### src/rtl/multi_digit_ssd_if.sv
// rtl/multi_digit_ssd_if.sv - valid/ready load port for the seven-segment display driver
interface multi_digit_ssd_if #(
    parameter int NUM_DIGITS = 8
);
    logic                    in_valid;
    logic                    in_ready;
    logic [4*NUM_DIGITS-1:0] in_value;
    logic [NUM_DIGITS-1:0]   in_dp;

    modport master (
        output in_valid,
        output in_value,
        output in_dp,
        input  in_ready
    );

    modport slave (
        input  in_valid,
        input  in_value,
        input  in_dp,
        output in_ready
    );
endinterface

### src/rtl/multi_digit_ssd.sv
// rtl/multi_digit_ssd.sv - time-multiplexed N-digit common-anode seven-segment driver
module multi_digit_ssd #(
    parameter int NUM_DIGITS      = 8,
    parameter int CYCLE_PER_DIGIT = 100000,
    parameter int BRIGHT_W        = 4,
    parameter int BLINK_FRAMES    = 64
) (
    input  logic                  clk,
    input  logic                  rstn,
    multi_digit_ssd_if.slave      load,
    input  logic [NUM_DIGITS-1:0] blank_mask,
    input  logic [NUM_DIGITS-1:0] blink_mask,
    input  logic                  lz_suppress,
    input  logic [BRIGHT_W-1:0]   brightness,
    output logic [6:0]            dout,
    output logic                  dp_n,
    output logic [NUM_DIGITS-1:0] sel,
    output logic                  frame_done
);
    localparam int CNT_W = $clog2(CYCLE_PER_DIGIT);
    localparam int IDX_W = (NUM_DIGITS > 1) ? $clog2(NUM_DIGITS) : 1;
    localparam int BLK_W = (BLINK_FRAMES > 1) ? $clog2(BLINK_FRAMES) : 1;

    logic [4*NUM_DIGITS-1:0] pend_val, act_val;
    logic [NUM_DIGITS-1:0]   pend_dp, act_dp;
    logic                    pending;
    logic [CNT_W-1:0]        cnt;
    logic [IDX_W-1:0]        idx;
    logic [BRIGHT_W-1:0]     pwm_cnt;
    logic [BLK_W-1:0]        blk_cnt;
    logic                    phase;

    logic                    slot_end, boundary;
    logic [NUM_DIGITS-1:0]   upper_zero;
    logic [3:0]              cur_nib;
    logic                    cur_dp, cur_dark, pwm_en;
    logic [NUM_DIGITS-1:0]   sel_next;

    function automatic logic [6:0] decode(input logic [3:0] nib);
        case (nib)
            4'h0: decode = 7'h40;
            4'h1: decode = 7'h79;
            4'h2: decode = 7'h24;
            4'h3: decode = 7'h30;
            4'h4: decode = 7'h19;
            4'h5: decode = 7'h12;
            4'h6: decode = 7'h02;
            4'h7: decode = 7'h78;
            4'h8: decode = 7'h00;
            4'h9: decode = 7'h10;
            4'hA: decode = 7'h08;
            4'hB: decode = 7'h03;
            4'hC: decode = 7'h46;
            4'hD: decode = 7'h21;
            4'hE: decode = 7'h06;
            default: decode = 7'h0E;
        endcase
    endfunction

    assign load.in_ready = ~pending;
    assign slot_end      = (cnt == CNT_W'(CYCLE_PER_DIGIT - 1));
    assign boundary      = slot_end && (idx == IDX_W'(NUM_DIGITS - 1));
    assign pwm_en        = (brightness == '1) || (pwm_cnt < brightness);

    // upper_zero[i]: every displayed nibble from digit i upward is zero
    always_comb begin
        upper_zero = '0;
        for (int i = 0; i < NUM_DIGITS; i++) begin
            upper_zero[i] = ((act_val >> (4 * i)) == '0);
        end
    end

    always_comb begin
        cur_nib  = 4'h0;
        cur_dp   = 1'b0;
        cur_dark = 1'b0;
        sel_next = '1;
        for (int i = 0; i < NUM_DIGITS; i++) begin
            if (idx == IDX_W'(i)) begin
                cur_nib  = act_val[4*i +: 4];
                cur_dp   = act_dp[i];
                cur_dark = blank_mask[i] || (blink_mask[i] && phase) ||
                           (lz_suppress && (i != 0) && upper_zero[i]);
                sel_next[i] = ~pwm_en;
            end
        end
    end

    always_ff @(posedge clk) begin
        if (!rstn) begin
            pend_val   <= '0;
            pend_dp    <= '0;
            act_val    <= '0;
            act_dp     <= '0;
            pending    <= 1'b0;
            cnt        <= '0;
            idx        <= '0;
            pwm_cnt    <= '0;
            blk_cnt    <= '0;
            phase      <= 1'b0;
            dout       <= 7'h7F;
            dp_n       <= 1'b1;
            sel        <= '1;
            frame_done <= 1'b0;
        end else begin
            pwm_cnt <= pwm_cnt + BRIGHT_W'(1);
            if (slot_end) begin
                cnt <= '0;
                idx <= (idx == IDX_W'(NUM_DIGITS - 1)) ? '0 : idx + IDX_W'(1);
            end else begin
                cnt <= cnt + CNT_W'(1);
            end

            // A load accepted on the boundary cycle waits for the next boundary
            if (boundary && pending) begin
                act_val <= pend_val;
                act_dp  <= pend_dp;
                pending <= 1'b0;
            end else if (load.in_valid && !pending) begin
                pend_val <= load.in_value;
                pend_dp  <= load.in_dp;
                pending  <= 1'b1;
            end

            if (boundary) begin
                if (blk_cnt == BLK_W'(BLINK_FRAMES - 1)) begin
                    blk_cnt <= '0;
                    phase   <= ~phase;
                end else begin
                    blk_cnt <= blk_cnt + BLK_W'(1);
                end
            end

            dout       <= cur_dark ? 7'h7F : decode(cur_nib);
            dp_n       <= cur_dark ? 1'b1 : ~cur_dp;
            sel        <= sel_next;
            frame_done <= boundary;
        end
    end
endmodule
### src/flat_wrapper.sv
// flat-port wrapper written by rule: the top's interface ports become plain ports
module multi_digit_ssd_flat 
#(
    parameter int NUM_DIGITS      = 8,
    parameter int CYCLE_PER_DIGIT = 100000,
    parameter int BRIGHT_W        = 4,
    parameter int BLINK_FRAMES    = 64
)
  (clk, rstn, blank_mask, blink_mask, lz_suppress, brightness, dout, dp_n, sel, frame_done, load_in_valid, load_in_value, load_in_dp, load_in_ready);
  multi_digit_ssd_if #(.NUM_DIGITS(NUM_DIGITS)) load_i ();
  input  logic clk;
  input  logic rstn;
  input  logic [NUM_DIGITS-1:0] blank_mask;
  input  logic [NUM_DIGITS-1:0] blink_mask;
  input  logic lz_suppress;
  input  logic [BRIGHT_W-1:0] brightness;
  output logic [6:0] dout;
  output logic dp_n;
  output logic [NUM_DIGITS-1:0] sel;
  output logic frame_done;
  input wire logic [$bits(load_i.in_valid)-1:0] load_in_valid;
  input wire logic [$bits(load_i.in_value)-1:0] load_in_value;
  input wire logic [$bits(load_i.in_dp)-1:0] load_in_dp;
  output wire logic [$bits(load_i.in_ready)-1:0] load_in_ready;
  assign load_i.in_valid = load_in_valid;
  assign load_i.in_value = load_in_value;
  assign load_i.in_dp = load_in_dp;
  assign load_in_ready = load_i.in_ready;
  multi_digit_ssd #(.NUM_DIGITS(NUM_DIGITS), .CYCLE_PER_DIGIT(CYCLE_PER_DIGIT), .BRIGHT_W(BRIGHT_W), .BLINK_FRAMES(BLINK_FRAMES)) u_core (.clk(clk), .rstn(rstn), .load(load_i), .blank_mask(blank_mask), .blink_mask(blink_mask), .lz_suppress(lz_suppress), .brightness(brightness), .dout(dout), .dp_n(dp_n), .sel(sel), .frame_done(frame_done));
endmodule
### config.mk
export PLATFORM = sky130hd
export DESIGN_NAME = multi_digit_ssd_flat
export DESIGN_NICKNAME = d
export VERILOG_FILES = /design/src/rtl/multi_digit_ssd_if.sv /design/src/rtl/multi_digit_ssd.sv /design/src/flat_wrapper.sv
export SDC_FILE = /design/constraint.sdc
export NUM_CORES = 1
export LEC_CHECK = 0
export BUFFER_PORTS_ARGS = -buffer_cell sky130_fd_sc_hd__clkbuf_2
export CAP_MARGIN = 10
export CELL_PAD_IN_SITES_DETAIL_PLACEMENT = 0
export CELL_PAD_IN_SITES_GLOBAL_PLACEMENT = 1
export CORE_MARGIN = 2
export CORE_UTILIZATION = 47
export DETAILED_ROUTE_END_ITERATION = 10
export GPL_TIMING_DRIVEN = 0
export PLACE_DENSITY_LB_ADDON = 0.1
export SETUP_SLACK_MARGIN = 0.02
export SKIP_LAST_GASP = 1
export SLEW_MARGIN = 20
export SYNTH_ARGS = -nofsm -noshare
export SYNTH_HDL_FRONTEND = slang
export SYNTH_SLANG_ARGS = --single-unit
### constraint.sdc
create_clock -name clk -period 4.7 [get_ports clk]
set_input_delay 0.235 -clock clk [delete_from_list [all_inputs] [get_ports clk]]
set_output_delay 0.235 -clock clk [all_outputs]
set_load 0.03 [all_outputs]
Word level (Yosys, flattened, before mapping)
Memories as Yosys holds them, arrays and structs flattened. A register that Yosys moved wholly into a read port is not among the register bits.
Cells that the tools add are included.
{ "word_totals": {"romBits": 112, "reg_bits": 122, "latchBits": 0, "n_memories": 1, "output_inout_bits": 18, "ram_bits": 0} }
{ "op_classes": {"div_mod_pow": 0, "n_eq_ne": 10, "multipliers": 0, "addsub": 4, "n_lt_le_gt_ge": 1, "n_reduce_logical": 56, "mux": 26, "n_bitwise": 6, "n_shift": 0} }
{ "memory_table": {"columns": ["name", "words", "word_bits", "read_ports", "rd_ports_with_merged_regs", "wr", "line_no", "rtl"], "rows": [
  ["(no name shown)", 16, 7, 1, 1, 0, "multi_digit_ssd.sv:40", "case (nib)"]
]} }
{ "op_table": {"columns": ["operator", "n"], "rows": [
  ["$logic_not 32->1", 7],
  ["$mux 4", 8],
  ["$reduce_and 2->1", 10],
  ["$logic_and 1x1->1", 18],
  ["$add 17x1->17 const B", 1],
  ["$eq 17x17->1 const B", 1],
  ["$logic_or 1x1->1", 16],
  ["$mux 1", 16],
  ["$eq 3x3->1 const B", 4],
  ["$add 6x1->6 const B", 1],
  ["$eq 3x2->1 const B", 2],
  ["$eq 6x6->1 const B", 1],
  ["$mux 6", 1],
  ["$not 1->1", 6],
  ["$reduce_or 2->1", 3],
  ["$add 4x1->4 const B", 1],
  ["$eq 4x4->1 const B", 1],
  ["$lt 4x4->1", 1],
  ["$add 3x1->3 const B", 1],
  ["$eq 3x1->1 const B", 1],
  ["$logic_not 3->1", 1],
  ["$mux 3", 1],
  ["$logic_not 1->1", 1]
]} }

Longest topological paths before layout
Gate-level depths: netlist of run 1.
{ "depth": {"ltp_word": 11, "mapped_depth": 13, "ltp_nobuf": 11} }

Least setup slack after synthesis of run 1
No wires, ideal clock.
{ "synth_path": {"kind": "reg-to-reg", "startpoint": "register u_core.idx[2]", "endpoint": "register u_core.dout[3]", "stages_incl_launch_ff": 13, "setup_slack_ns": 2.108, "n_path_buf": 1, "required_ns": 4.618, "arrival_ns": 2.510, "period_less_slack_ns": 2.592, "path_cell_list": "dfxtp_1 -> buf_2 -> inv_1 -> ha_1 -> or2_2 -> a221oi_1 -> o22ai_1 -> a21oi_1 -> inv_1 -> ha_1 -> a211oi_1 -> a21oi_1 -> o2111ai_1"} }
{ "synth_via": {"elab_chain_len": 10, "elab_cells_between_ends": 25} }
{ "synth_lines": {"columns": ["item", "line_no", "rtl"], "rows": [
  ["start: declaration", "multi_digit_ssd.sv:28", "logic [IDX_W-1:0] idx;"],
  ["start signal: assignment", "multi_digit_ssd.sv:109", "idx <= (idx == IDX_W'(NUM_DIGITS - 1)) ? '0 : idx + IDX_W'(1);"],
  ["$logic_not 3->1", "multi_digit_ssd.sv:79", "if (idx == IDX_W'(i)) begin"],
  ["$mux 1 (8 in a row)", "multi_digit_ssd.sv:79", null],
  ["$reduce_or 2->1 (no source line)", null, null],
  ["end: declaration", "multi_digit_ssd.sv:15", "output logic [6:0] dout,"]
]} }
Several ways; a longest one is shown, not always the timed one.
A chain may end at the register's enable or synchronous reset.

Final worst setup path of run 1
Same ends and word-level chain as after synthesis.

==> results of run 1 <==
[path summary, 6_finish.rpt]
kind / start / to / depth (start not counted)
max: u_core.idx[2] / u_core.dout[3] / 12
min reg2reg: u_core.cnt[0] / u_core.cnt[0] / 1
max reg2reg: u_core.idx[2] / u_core.dout[3] / 12
min: load_in_value[18] / u_core.pend_val[18] / 3
[Yosys cell counts (3+ instances only)]
master | instances | area (sq um)
a211oi_1 | 3 | 22.52
a21boi_0 | 41 | 307.8
a21o_1 | 6 | 45.04
a21oi_1 | 23 | 115.1
a221oi_1 | 4 | 35.03
a31oi_1 | 4 | 25.02
and2_1 | 10 | 62.56
and3_1 | 4 | 25.02
buf_2 | 13 | 65.06
clkbuf_1 | 20 | 75.07
dfxtp_1 | 129 | 2582
ha_1 | 16 | 200.2
inv_1 | 19 | 71.32
mux2i_1 | 44 | 440.4
nand2_1 | 113 | 424.2
nand3_1 | 22 | 110.1
nand3b_1 | 3 | 22.52
nand4_1 | 8 | 50.05
nor2_1 | 21 | 78.83
nor2b_1 | 50 | 312.8
nor4_1 | 6 | 37.54
o2111ai_1 | 4 | 35.03
o211ai_1 | 3 | 22.52
o21ai_0 | 16 | 80.08
o221ai_1 | 4 | 35.03
o22ai_1 | 5 | 31.28
or2_2 | 4 | 25.02
or3_1 | 7 | 43.79
xnor2_1 | 7 | 61.31
xor2_1 | 12 | 105.1
[per-layer routing]
metal / vias to the layer above / global-route usage (%)
met5: - / 0
met3: 14 / 4.586
met2: 115 / 33.92
li1: 2458 / -
met1: 2211 / 30.40
met4: 0 / 8.193
[power by group]
group	leakage (uW)	total, uW	internal, uW	switching (uW)
Combinational	0.00176	134	58.9	75.1
Sequential	0.00105	1140	1120	16.5
Clock	0.000270	1220	777	445
[final cells by class]
cell class	count	area, sq um
clock inverter	5	52.55
buffer	35	150.1
multi-input combinational	470	3019
inverter	20	75.07
timing repair buffer	81	405.4
fill	1131	5067
tap	168	210.2
clock buffer	26	499.2
sequential	129	2582
[through the flow]
step / total power [uW] / std cells / setup slack [ns] / util [%] / hold WS, ns
3_3_place_gp: 1294 / 903 / 1.469 / 53.41 / 0.4209
5_1_grt: 2585 / 934 / 1.185 / 57.99 / 0.04054
3_5_place_dp: 1299 / 903 / 1.486 / 53.41 / 0.4328
2_1_floorplan: 1238 / 654 / 2.108 / - / 0.3798
6_report: 2496 / 934 / 1.436 / 57.99 / 0.04591
4_1_cts: 2518 / 934 / 1.450 / 57.99 / 0.03746
[worst max-delay path: stages, from the launching register on]
cell and delay [ns]:
dfxtp_1 0.42, buf_2 0.23, inv_1 0.16, ha_1 0.27, or2_2 0.31, a221oi_1 0.26
o22ai_1 0.15, a21oi_1 0.42, inv_1 0.13, ha_1 0.33, a211oi_1 0.20, a21oi_1 0.07
o2111ai_1 0.22
[cell families after synthesis]
group / after synthesis
flops: 129
compound gates: 129
simple gates: 261
buf+inv: 55
fa+ha+maj: 16
xor+xnor: 19
mux: 45
[registers in the layout, indices dropped and copies added, names as in the netlist]
name	count
u_core.pwm_cnt	4
u_core.act_val	32
u_core.pend_val	32
u_core.sel	8
u_core.dp_n	1
u_core.pending	1
u_core.frame_done	1
u_core.dout	7
u_core.cnt	17
u_core.phase	1
u_core.act_dp	8
u_core.pend_dp	8
u_core.blk_cnt	6
u_core.idx	3
==> results.md, run 1 <==
* Synthesized cell area at 5827 sq um
* Mux cell area share after synthesis at 7.752%
* Vias per Instance at 5.137
* CTS tree: yes
* Leak pwr at 0.003080 uW
* Post-synthesis simple-gate area fraction at 22.53%
* Row cnt at 40
* Commonest non-fill, non-tap cell in the layout: dfxtp_1
* WL met3 at 629 um
* Antenna fix cells at 0
* First-pass GRT wire length at 22230 um
* Post-CTS Hold Fix Bufs at 0
* Total grt overflow at 0
* CTS sink cnt at 129
* Synth Flop Type: dfxtp_1
* CP Capture Type: flip-flop
* Placed Area at 6442 sq um
* WL/cell at 15.07 um
* TritonRoute pass-1 iters at 4
* Met2 WL post-DR at 6125 um
* Share of cells above drive strength 1 at 17.49%
* Worst skew pair latency at 0.41 ns
* Area growth syn-to-layout at 20.03%
* Net Count, Synth at 734
* Cts bufs inserted at 17
* Gpl congestion at 0.8941
* Outcome: finished, final reports clean
* Distinct cells, synth at 56
* Async set-reset flop share out of synthesis at 0%
* Tmin final at 3.264 ns
* WL final at 14070 um
* Post-Layout Inst Area at 6994 sq um
* Finish-stage setup viols at 0
* Final period utilization at 69.44%
* FMAX at 306.4 MHz
* Die height at 115.3 um
* Post-Synth Adder-Cell Area at 3.436%
* Layout Nets at 834
* Vias in the first global route at 4418
* Clock-pin slew on the worst setup and hold paths at 0.05 ns
* Number of buffers added on ports at 81
* Core region area at 12060 sq um
* Worst VDD drop at 0.2548 mV
* DP HPWL at 10660 um
* Worst Hold Class: in -> reg
* Clock Skew at 0.006405 ns
* Pwr Density at 356.8 nW/um^2
* Most frequent cells in the layout: 129 x dfxtp_1, 113 x nand2_1, 83 x clkbuf_2
* Max FO, Critical Path at 10
* Max-slew headroom at 54.25%
* Slew Limit Fails at 0
* Largest net degree at the start of global routing at 17
* Largest family of logic cells by synthesized area: simple AND/OR/NAND/NOR gates
* Initial core utilization at 48.31%
* Xor/xnor share of the synthesized area at 2.856%
* Max-cap violation count at 0
* Synth Area in Compound Gates at 15.25%
* Final Hold Vio Count at 0
* Critical path type: reg -> reg
* M1 WL at 7126 um
* Critical Path Start Type: flip-flop
* Sequential share of the synthesized area at 44.32%
* Synth warn at 0
* Ports at 82
* Flop2flop setup slack at 1.44 ns
* Top Metal Used: met4
* CTS resizes at 0
* Die width at 115.3 um
* Total die area at 13300 sq um
* Initial antenna violation count at 0
* Vias at 4798
* RSZ-0062 raised after global routing: no
* # Post-CTS Setup Buffers at 0
* Critical Path AT at 3.58 ns
* Worst EP required at 5.02 ns
* Syn Inst Count at 654
* Clock Tree Buf Depth at 2
* DR DRC count at 0
* Total Routing Usage GR at 21.99%
* Initial DRC Count at 282
* Sum Neg Setup Slack at 0 ns
* Detail Route Antenna Nets at 0
* Worst Tran Pin Value at 0.6863 ns
* #FFs+latches synth at 129
* Mean Syn Cell Area at 8.910 sq um
* H-Tree Depth at 4
* Number of synthesized flops with an enable pin at 0
* CTS root buffer: clkbuf_16
Power figures use the tool's default switching activity.
==> run 2, diff against run 1 <==
Settings changed: CORE_UTILIZATION 47 to 39.
Clock period 4.7 ns to 2.63 ns, I/O delays scaled along.
==> run 2 against run 1 <==
Compared with the run above:
- sequential power is 79% higher
- utilization is 5.9 points lower
- hold slack better by 0.0070 ns
- critical endpoint is now u_core.dp_n
==> results.md, run 2 (synthesis results as in run 1) <==
* Slew Limit Fails at 0 (unchanged)
* Clock Tree Buf Depth at 2 (unchanged)
* Area growth syn-to-layout at 30.34%
* Worst Hold Class: in -> reg
* Outcome: finished, final reports clean
* Pwr Density at 602.7 nW/um^2 (+69%)
* CP Launch Point: u_core.idx[2]
* R2r worst-path depth at 11 (-1)
* Vias in the first global route at 5042 (+14%)
* Die height at 126.2 um (+9.4%)
* CTS tree: yes
* Number of buffers added on ports at 81 (unchanged)
* Switching fraction of total power at 21.35% (-0.15 points)
* Crit Reg-Reg Startpoint: u_core.idx[2]
* Worst Tran Pin Value at 0.6307 ns (-0.05557 ns)
* Layout Nets at 884 (+6.0%)
* Core Util, Final at 52.06% (-5.9 points)
* Clock-pin slew on the worst setup and hold paths at 0.06 ns (about the same)
* CTS sink cnt at 129 (unchanged)
* Share of power burned in the clock network at 49.1% (about the same)
* Initial antenna violation count at 0 (unchanged)
* FMAX at 394.4 MHz (+29%)
* DP Worst Slack at -0.5077 ns (-1.994 ns)
* Tot Pwr at 4577 uW (+83%)
* WL/cell at 15.35 um (+1.9%)
* Gpl congestion at 0.8999 (+0.65%)
* Worst VDD drop at 0.4092 mV (+61%)
* Flop2flop setup slack at 0.09 ns (-1.34 ns)
* Antenna fix cells at 0 (unchanged)
* RSZ-0062 raised after global routing: yes
* Reg2Reg Capture Point: u_core.dp_n
* CTS root buffer: clkbuf_16
* Clock Skew at 0.01076 ns (+0.004357 ns)
* Post-Layout Inst Area at 7595 sq um (+8.6%)
* Final WS setup at 0.09444 ns (-1.342 ns)
* Worst EP required at 2.92 ns (-2.10 ns)
* Max-slew headroom at 57.87% (+3.6 points)
* Critical path type: reg -> reg
* Most used cell, CP: buf_4
* Total Routing Usage GR at 19.79% (-2.2 points)
* Hold path startpoint: load_in_valid
* Share of total power in combinational logic at 6.5% (+1.1 points)
* Initial core utilization at 39.94% (-8.4 points)
* WL final at 15320 um (+8.8%)
* Vias at 5031 (+4.9%)
* Commonest non-fill, non-tap cell in the layout: dfxtp_1
* Total grt overflow at 0 (unchanged)
* Tmin final at 2.536 ns (-0.7281 ns)
* Buf/Inv on CP at 5 (+2)
* Row cnt at 44 (+10%)
* Hold Crit Depth at 3 (unchanged)
* Leak pwr at 0.003311 uW (+7.5%)
* First-pass GRT wire length at 25100 um (+13%)
* Share of cells above drive strength 1 at 19.78% (+2.3 points)
* Sequential share of power at 44.5% (-1.2 points)
* Max-cap violation count at 0 (unchanged)
* Core region area at 14590 sq um (+21%)
* Placed Area at 6462 sq um (+0.31%)
* Largest net degree at the start of global routing at 17 (unchanged)
* Largest regs: u_core.act_val: 32 flops, u_core.pend_val: 32 flops, u_core.cnt: 17 flops
* Worst-path cell chain: buf_6, clkinvlp_4, ha_1, clkbuf_2, or3_1, a211oi_1, a2111oi_0, a21oi_2, buf_4, buf_4, nand2_1
* Vias per Instance at 5.041 (-1.9%)
* DR DRC count at 0 (unchanged)
* CP Capture Type: flip-flop
* Critical Path AT at 2.83 ns (-0.75 ns)
* Hold EP: u_core.pending
* Ports at 82 (unchanged)
* Final period utilization at 96.41% (+27 points)
* Detail Route Antenna Nets at 0 (unchanged)
* Final Hold Vio Count at 0 (unchanged)
* Finish-stage setup viols at 0 (unchanged)
* Max stage delay on crit path at 0.41 ns (about the same)
* Slowest cell on the critical path: or3_1
* P_sw at 977.0 uW (+82%)
* DP HPWL at 11210 um (+5.2%)
* TritonRoute pass-1 iters at 4 (unchanged)
* Cell-internal power at 3600 uW (+84%)
* Worst hold slack at 0.05291 ns (+0.007006 ns)
* Most frequent cells in the layout: 128 x dfxtp_1, 113 x nand2_1, 84 x clkbuf_2
* Total die area at 15930 sq um (+20%)
* Die width at 126.2 um (+9.4%)
* Worst skew pair latency at 0.41 ns (about the same)
* Top delay family on crit path: buffers and inverters
* Initial DRC Count at 252 (-11%)
* Max FO, Critical Path at 10 (unchanged)
* Cts bufs inserted at 17 (unchanged)
* H-Tree Depth at 4 (unchanged)
* Critical Path Start Type: flip-flop
==> run 2: changes by cell type in the layout (fill, tap and decap cells not counted), sizes merged <==
cell	previous run	this run
bufinv	1	2
buf	13	20
dlygate4sd3	0	40
inv	19	18
clkinvlp	1	3
clkinv	4	3
==> run 2: power groups by stage <==
stage                     Clock [uW]  Sequential [uW]  Combinational [uW]
after floorplan                    0             2080                 129
after global placement             0             2080                 242
after detailed placement           0             2080                 248
after CTS                       2290             2040                 298
after global routing            2380             2040                 330
final                           2250             2040                 295
==> run 2: area by class of cell <==
class,instances,area [sq um]
flip-flops and latches,129,2586
well taps,184,230.2
fillers,1352,6994
inverters,20,82.58
repair buffers,131,880.8
clock inverters,6,82.58
plain buffers,35,175.2
clock buffers,23,478.0
multi-input cells,470,3079
==> run 2: per-layer routing <==
metal	up-vias	routed length [um]	track usage [%]
li1	2555	-	-
met1	2328	7437	25.53
met2	121	6843	32.23
met3	27	653	4.291
met4	0	383	8.016
met5	-	0	0
==> run 2: metrics by stage <==
stage | setup TNS, ns | instances
global route | -0.01034 | 998
CTS | -0.03695 | 994
floorplan | 0 | 654
finish | 0 | 998
detailed placement | -4.336 | 919
global placement | -2.333 | 919
==> run 2: what timing repair did <==
| item | CTS | global route |
|---|---|---|
| setup buffers | 6 | 4 |
| hold buffers | 40 | 0 |
| pin swaps | 5 | 4 |
| gates resized for setup | 8 | 21 |
| endpoints found under the setup margin | 48 | 30 |
| hold endpoints to repair | 40 | 0 |
==> run 2: how the worst max path moves through the flow <==
stage | end | slack (ns) | cells after the start
floorplan | u_core.dout[3] | 0.04 | 12
global placement | u_core.dout[3] | -0.52 | 12
detailed placement | u_core.dout[3] | -0.51 | 12
CTS | u_core.dout[3] | -0.04 | 12
global route | u_core.dout[3] | -0.01 | 12
finish | u_core.dp_n | 0.09 | 11
==> run 2: tightest hold or removal path: stages <==
cell      delay, ns
clkbuf_2       0.10
o21ai_0        0.08
a21oi_1        0.11
